===== src/rtl/surf_command_framer.sv =====
// Frames runcmd, trigger and firmware streams into one 32-bit command word per PERIOD cycles.
// Optional SURF_CMD_PARITY_EN: odd parity in bit [0], sequence shrinks to 2 bits in [2:1].
module surf_command_framer #(
    parameter int unsigned PERIOD        = 8,
    parameter int unsigned RUNCMD_BITS   = 2,
    parameter int unsigned TRIG_BITS     = 15,
    parameter logic [31:0] TRAIN_PATTERN = 32'hA55A3CC3
) (
    input  logic                   sysclk_i,
    input  logic                   sysclk_rstn_i,
    input  logic                   enable_i,
    input  logic                   train_i,
    input  logic [RUNCMD_BITS-1:0] runcmd_tdata,
    input  logic                   runcmd_tvalid,
    output logic                   runcmd_tready,
    input  logic [TRIG_BITS-1:0]   trig_tdata,
    input  logic                   trig_tvalid,
    output logic                   trig_tready,
    input  logic [7:0]             fw_tdata,
    input  logic                   fw_tvalid,
    output logic                   fw_tready,
    input  logic [1:0]             fw_mark_i,
    output logic                   fw_marked_o,
    output logic                   sync_o,
    output logic [31:0]            cmd_o,
    output logic                   cmd_load_o
);

    localparam int unsigned PW = $clog2(PERIOD);

`ifdef SURF_CMD_PARITY_EN
    localparam int unsigned SEQ_W = 2;
`else
    localparam int unsigned SEQ_W = 3;
`endif

    localparam logic [PW-1:0] PH_LAST = PW'(PERIOD - 1);
    localparam logic [PW-1:0] PH_CAP  = PW'(PERIOD - 2);
    localparam logic [PW-1:0] PH_PRE  = PW'(PERIOD - 3);

    typedef enum logic [1:0] {
        StIdle,
        StRun,
        StTrain
    } state_e;

    state_e                 state_q, state_d;
    logic [PW-1:0]          phase_q;
    logic [SEQ_W-1:0]       seq_q, seq_d;

    logic [RUNCMD_BITS-1:0] rc_q;
    logic                   trig_v_q;
    logic [TRIG_BITS-1:0]   trig_q;
    logic                   fw_v_q;
    logic [7:0]             fw_q;
    logic [1:0]             mark_q;

    logic                   ready_q;
    logic                   sync_q;
    logic                   load_q;
    logic                   marked_q;
    logic [31:0]            cmd_q;

    logic                   at_last;
    logic                   rc_take, trig_take, fw_take;
    logic [31:0]            run_word;
    logic [31:0]            word_d;

    always_comb begin
        at_last   = (phase_q == PH_LAST);
        rc_take   = ready_q && runcmd_tvalid;
        trig_take = ready_q && trig_tvalid;
        fw_take   = ready_q && fw_tvalid;

        // Train wins over enable; otherwise enable alone picks RUN vs IDLE.
        if (train_i) begin
            state_d = StTrain;
        end else if (enable_i) begin
            state_d = StRun;
        end else begin
            state_d = StIdle;
        end

        if (state_q == StIdle && state_d == StRun) begin
            seq_d = '0;
        end else if (state_q == StRun) begin
            seq_d = seq_q + SEQ_W'(1);
        end else begin
            seq_d = seq_q;
        end

`ifdef SURF_CMD_PARITY_EN
        run_word    = {rc_q, trig_v_q, trig_q, fw_v_q, fw_q, mark_q, seq_q, 1'b0};
        run_word[0] = ~(^run_word[31:1]);
`else
        run_word = {rc_q, trig_v_q, trig_q, fw_v_q, fw_q, mark_q, seq_q};
`endif

        unique case (state_q)
            StRun:   word_d = run_word;
            StTrain: word_d = TRAIN_PATTERN;
            default: word_d = 32'h0;
        endcase
    end

    always_ff @(posedge sysclk_i) begin
        if (!sysclk_rstn_i) begin
            state_q  <= StIdle;
            phase_q  <= '0;
            seq_q    <= '0;
            rc_q     <= '0;
            trig_v_q <= 1'b0;
            trig_q   <= '0;
            fw_v_q   <= 1'b0;
            fw_q     <= '0;
            mark_q   <= '0;
            ready_q  <= 1'b0;
            sync_q   <= 1'b0;
            load_q   <= 1'b0;
            marked_q <= 1'b0;
            cmd_q    <= '0;
        end else begin
            phase_q  <= at_last ? '0 : phase_q + PW'(1);
            // Registered so tready is high exactly during the PERIOD-2 cycle.
            ready_q  <= (state_q == StRun) && (phase_q == PH_PRE);
            sync_q   <= at_last;
            load_q   <= at_last;
            marked_q <= at_last && (state_q == StRun) && (mark_q != 2'b00);

            if (phase_q == PH_CAP) begin
                rc_q     <= rc_take ? runcmd_tdata : '0;
                trig_v_q <= trig_take;
                trig_q   <= trig_take ? trig_tdata : '0;
                fw_v_q   <= fw_take;
                fw_q     <= fw_take ? fw_tdata : '0;
                mark_q   <= fw_take ? fw_mark_i : 2'b00;
            end

            if (at_last) begin
                cmd_q   <= word_d;
                state_q <= state_d;
                seq_q   <= seq_d;
            end
        end
    end

    assign runcmd_tready = ready_q;
    assign trig_tready   = ready_q;
    assign fw_tready     = ready_q;
    assign sync_o        = sync_q;
    assign cmd_load_o    = load_q;
    assign fw_marked_o   = marked_q;
    assign cmd_o         = cmd_q;

endmodule

===== config.mk =====
export PLATFORM = sky130hd
export DESIGN_NAME = surf_command_framer
export DESIGN_NICKNAME = d
export VERILOG_FILES = /design/src/rtl/surf_command_framer.sv
export SDC_FILE = /design/constraint.sdc
export NUM_CORES = 1
export LEC_CHECK = 0
export ABC_CLOCK_PERIOD_IN_PS = 1550
export CORE_ASPECT_RATIO = 0.5
export CORE_UTILIZATION = 43
export CTS_BUF_LIST = sky130_fd_sc_hd__clkbuf_16
export CTS_CLUSTER_SIZE = 40
export DETAILED_ROUTE_END_ITERATION = 7
export GPL_TIMING_DRIVEN = 0
export PLACE_DENSITY = 0.84
export SYNTH_ARGS = -nofsm -noshare
export SYNTH_HDL_FRONTEND = slang
export SYNTH_SLANG_ARGS = --single-unit

===== constraint.sdc =====
create_clock -name sysclk_i -period 1.55 [get_ports sysclk_i]
set_input_delay 0.2325 -clock sysclk_i [delete_from_list [all_inputs] [get_ports sysclk_i]]
set_output_delay 0.2325 -clock sysclk_i [all_outputs]
set_load 0.005 [all_outputs]

* Word-level counts from Yosys, hierarchy flattened
Index checks and enable logic that the tools add are counted.
** Word-level totals
- Output and inout bits :: 38
- Input port bits :: 34
- Word-level logic and storage cells :: 43
- Flip-flop bits (word level) :: 72
** Cells by class
- Reduce and logical (&&, ||, !) cells :: 12
- Add/subtract/negate cells :: 2
- Bitwise operators :: 1
- Equality and inequality tests :: 6
- Multiplexer cells :: 9
** Operator list (number)
- one-hot mux 32 bit (2 select lines) :: 1
- 2-to-1 mux 15 bit :: 1
- equality test 3 bit, second input constant :: 3
- 2-to-1 mux 8 bit :: 1
- logical AND 1 bit :: 7
- adder 3 x 1 -> 3 bit, second input constant :: 2
- 2-to-1 mux 2 bit :: 3
- 2-to-1 mux 3 bit :: 2
- equality test 2 x 1 -> 1 bit, second input constant :: 2
- nonzero test 2 bit :: 2
- equality test 2 bit, second input constant :: 1
- zero test 2 bit :: 1
- AND reduction 2 bit :: 1
- OR reduction 2 bit :: 1
- 2-to-1 mux 1 bit :: 1
- NOT 1 bit :: 1

* Logic depth before layout (Yosys ltp)
- Depth after elaboration :: 6
- Gate-level depth with buffers :: 8

* Least setup slack after synthesis
No wires, ideal clock.
- Path kind :: register -> register
- Start point :: register phase_q[0]
- End point :: register cmd_q[0], in the netlist cmd_o[0]
- Cell stages (with the launch flop) :: 9
- Slack :: 33 ps
- Path buffers :: 3
- Arrival time :: 1442 ps
- Cells stage by stage :: dfxtp_1 -> ha_1 -> ha_1 -> buf_2 -> nor2b_1 -> buf_2 -> buf_2 -> nand2_1 -> o21ai_0
** Between the ends
- Longest elaborated chain between the ends :: 1
** Ends and longest elaborated chain
- from (decl) :: line 48 : logic [PW-1:0] phase_q;
- from (signal assigned) :: line 123 : phase_q <= at_last ? '0 : phase_q + PW'(1);
- equality test 3 bit :: line 70 : at_last = (phase_q == PH_LAST);
- to (signal assigned) :: line 140 : cmd_q <= word_d;
- to (decl) :: line 62 : logic [31:0] cmd_q;
Every way passes these cells.
A chain may end at the register's enable or synchronous reset.

* Worst setup path after layout
- Start point :: register state_q[0]
- End point :: register cmd_q[26], in the netlist cmd_o[26]
** Between the ends
- Longest elaborated chain between the ends :: 2
- Elaborated cells on any way between the ends :: 3
- Classes of those cells :: eq/ne: 2; mux: 1
** Ends and longest elaborated chain
- from (decl) :: line 47 : state_e state_q, state_d;
- from (signal assigned) :: line 108 : state_q <= StIdle;
- from (signal assigned) :: line 141 : state_q <= state_d;
- equality test 2 bit / equality test 2 x 1 -> 1 bit (equally long branches) :: line 99 : unique case (state_q)
- one-hot mux 32 bit (2 select lines) * :: line 99
Every way passes the cells marked *; elsewhere a longest branch is shown, timed or not.

==> impl_metrics.env <==
export IMPL_crit_path_start_kind="register"
export IMPL_syn_area_sq_um=2640
export IMPL_setup_tns_ns=0
export IMPL_io_buffers=71
export IMPL_row_count=19
export IMPL_worst_ep_arrival_time_ns=1.75
export IMPL_dpl_cell_count=387
export IMPL_switching_share_pct=21.1
export IMPL_routabilityCongestion=0.773
export IMPL_final_min_clock_period_ns=1.53
export IMPL_critPathRequiredTime_ns=1.76
export IMPL_hold_end="cmd_o[7]"
export IMPL_io_pins=72
export IMPL_reg2reg_depth=5
export IMPL_rsz0062_at_grt="true"
export IMPL_antenna_found_initial=0
export IMPL_synth_cells=243
export IMPL_areaGrowthSynthToFinish_pct=46.2
export IMPL_power_leakage_nw=1.46
export IMPL_clockPowerShare_pct=46.2
export IMPL_drt_total_wl_um=6950
export IMPL_design_die_area_sq_um=6480
export IMPL_drc=0
export IMPL_wl_per_cell_um=16.9
export IMPL_dp_worst_setup_slack_ns=-0.280
export IMPL_place_hpwl_um=4560
export IMPL_total_power_w=0.00384
export IMPL_hold_path_depth=2
export IMPL_worst_r2r_setup_slack_ns=0.02
export IMPL_peakVddDrop_v=0.000576
export IMPL_cts_reportedPaths_clkPinSlew_ns=0.06
export IMPL_tightest_slew_ns=0.484
export IMPL_vias_per_cell=5.45
export IMPL_n_antenna_cell=0
export IMPL_hold_slack_ns=0.457
export IMPL_grt_max_degree=12
export IMPL_syn_nets=287
export IMPL_status="finished, final reports clean"
export IMPL_reg2reg_to="cmd_o[26]"
export IMPL_comb_power_share_pct=5.0
export IMPL_cts_max_path_buffers=2
export IMPL_ys_ff_latch=72
export IMPL_clock_sinks=72
export IMPL_hp_start="cmd_o[7]"
export IMPL_coreArea_sq_um=5710
export IMPL_h_tree_depth=3
export IMPL_maxCapViolCount=0
export IMPL_ant_nets=0
export IMPL_synthAdderAreaFrac_pct=4.73
export IMPL_grt_pass1_vias=2291
export IMPL_fin_skew_ns=0.00537
export IMPL_fin_cells=411
export IMPL_die_x_um=113
export IMPL_initial_utilization_pct=46.3
export IMPL_crit_type="register to register"
export IMPL_maxSlewHeadroom_pct=67.7
export IMPL_insertion_delay_ns=0.33
export IMPL_power_internal_w=0.00303
export IMPL_period_share_pct=99.0
export IMPL_p_per_area_nw_per_um2=992
export IMPL_timing_hold_violations_final=0
export IMPL_dieHeight_um=57.4
export IMPL_r2r_start="state_q[0]"
export IMPL_synth_simple_gate_area_share_pct=12.6
export IMPL_synth_flop_cell="dfxtp_1"
export IMPL_syn_avg_cell_area_sq_um=10.9
export IMPL_critical_path_peak_fanout=5
export IMPL_p_seq_share_pct=48.7
export IMPL_dr_pass1_iters=5
export IMPL_yosys_warnings=0
export IMPL_overflow=0
export IMPL_vias=2239
export IMPL_yosys_mux_area_fraction_pct=0.379
export IMPL_grt_pass1_wl_um=11000
export IMPL_synth_top_family_by_area="compound AO/OA/AOI/OAI gates"
export IMPL_setup_ws_ns=0.0153
export IMPL_drive_gt1_share_pct=21.0
export IMPL_synth_compound_area_share_pct=22.5
export IMPL_cts_made_buffers=9
export IMPL_max_clock_freq_mhz=652
export IMPL_yosysUniqueCellTypes=38
export IMPL_slew_viol_final=0
export IMPL_fillers=420
export IMPL_cts_hold_buf=0
export IMPL_yosysSeqAreaShare_pct=54.5
export IMPL_synth_xor_area_share_pct=0
export IMPL_root_buffer="clkbuf_16"
export IMPL_cts_tree="done"
export IMPL_drt_iter0_markers=137
export IMPL_synth_edff_count=0
export IMPL_grt_use_total_pct=22.4
export IMPL_setup_viol=0
export IMPL_nets=377
export IMPL_ys_async_sr_fraction_pct=0
export IMPL_end_kind="register"
export IMPL_power_net_switching_w=0.000808
export IMPL_holdCritPathClass="register to register"
==> through the flow <==
stage	instance area (sq um)	utilization [%]
detailed placement	3450	60.4
CTS	3790	66.4
global route	3870	67.8
global placement	3450	60.4
floorplan	2640	-
finish	3870	67.8
==> flip-flops by register name, indices dropped and copies added (netlist names) <==
name	count
cmd_load_o	1
cmd_o	32
fw_marked_o	1
fw_q	8
fw_tready	1
fw_v_q	1
mark_q	2
phase_q	3
rc_q	2
seq_q	3
state_q	2
trig_q	15
trig_v_q	1
==> synth_stat cells, drive strengths merged (2+ instances only) <==
cell type / n / area [sq um]
dfxtp: 72 / 1440
a22o: 40 / 369
nand2: 24 / 92.6
o21ai: 12 / 60.1
a21oi: 11 / 55.1
buf: 11 / 87.6
nor2b: 11 / 68.8
ha: 10 / 125
and2: 6 / 40.0
clkbuf: 6 / 32.5
a221oi: 5 / 43.8
inv: 5 / 18.8
nor2: 5 / 31.3
and3: 3 / 18.8
nand3: 3 / 15.0
a21boi: 2 / 15.0
a22oi: 2 / 15.0
nand3b: 2 / 15.0
nand4: 2 / 12.5
o22ai: 2 / 12.5
==> worst max-delay path, stage by stage, from the launching register on <==
cell      delay (ns)
dfxtp_1         0.37
inv_1           0.10
ha_1            0.36
and3_2          0.29
a221oi_1        0.22
nor2b_1         0.08
==> layout by cell type (no fill, tap or decap), types with 4 or more instances in the layout <==
| cell type | Yosys | routed |
|---|---|---|
| nand2_1 | 23 | 23 |
| a21oi_1 | 11 | 11 |
| o21ai_0 | 12 | 10 |
| a22o_1 | 25 | 25 |
| clkdlybuf4s50_1 | 0 | 71 |
| dfxtp_1 | 72 | 68 |
| a22o_2 | 15 | 15 |
| and2_1 | 5 | 5 |
| ha_1 | 10 | 7 |
| inv_1 | 5 | 6 |
| clkinv_2 | 0 | 4 |
| nor2b_1 | 11 | 10 |
| buf_4 | 4 | 13 |
| clkbuf_16 | 0 | 9 |
| buf_6 | 2 | 4 |
==> worst max-delay path by stage <==
stage	startpoint	cells past startpoint	slack, ns	to
floorplan	phase_q[0]	8	0.03	cmd_o[0]
global placement	sysclk_rstn_i	6	-0.21	cmd_o[3]
detailed placement	sysclk_rstn_i	6	-0.28	cmd_o[15]
CTS	state_q[1]	5	0.01	seq_q[1]
global route	state_q[0]	5	-0.06	cmd_o[31]
finish	state_q[0]	5	0.02	cmd_o[26]
==> timing repair <==
item	in CTS	in global routing
buffers inserted	6	2
gates resized for setup	16	21
endpoints found under the setup margin	47	58
pin swaps	1	1
==> area by class of cell <==
type / count / area [sq um] / area share [%]
clock buffers: 9 / 225 / 5.83
repair buffers: 79 / 771 / 19.9
flip-flops and latches: 72 / 1450 / 37.6
clock inverters: 7 / 31.3 / 0.809
plain buffers: 17 / 141 / 3.66
well taps: 73 / 91.3 / 2.36
multi-input cells: 149 / 1130 / 29.3
inverters: 5 / 18.8 / 0.485
==> power by group through the flow <==
stage	sequential, W	clock (W)	combinational (W)
after floorplan	0.00190	0	0.0000639
after global placement	0.00191	0	0.000167
after detailed placement	0.00191	0	0.000172
after CTS	0.00187	0.00180	0.000182
after global routing	0.00187	0.00188	0.000208
final	0.00187	0.00177	0.000192
==> routing by layer <==
layer | up-vias | routed length (um) | part of all wire, % | GRT usage, %
met5 | - | 0 | 0 | 0
met4 | 0 | 134 | 1.9 | 10.9
met3 | 16 | 410 | 5.9 | 6.16
met2 | 75 | 3580 | 51 | 39.2
met1 | 1091 | 2820 | 41 | 26.0
li1 | 1057 | - | - | -
==> cells by family after synthesis <==
| kind of cell | count (synthesis) |
|---|---|
| buffers and inverters | 22 |
| flip-flops | 72 |
| multiplexers | 1 |
| AO/OA/AOI/OAI | 77 |
| AND/OR/NAND/NOR | 61 |
| adder cells (fa/ha/maj) | 10 |
(Power assumes the default switching activity.)
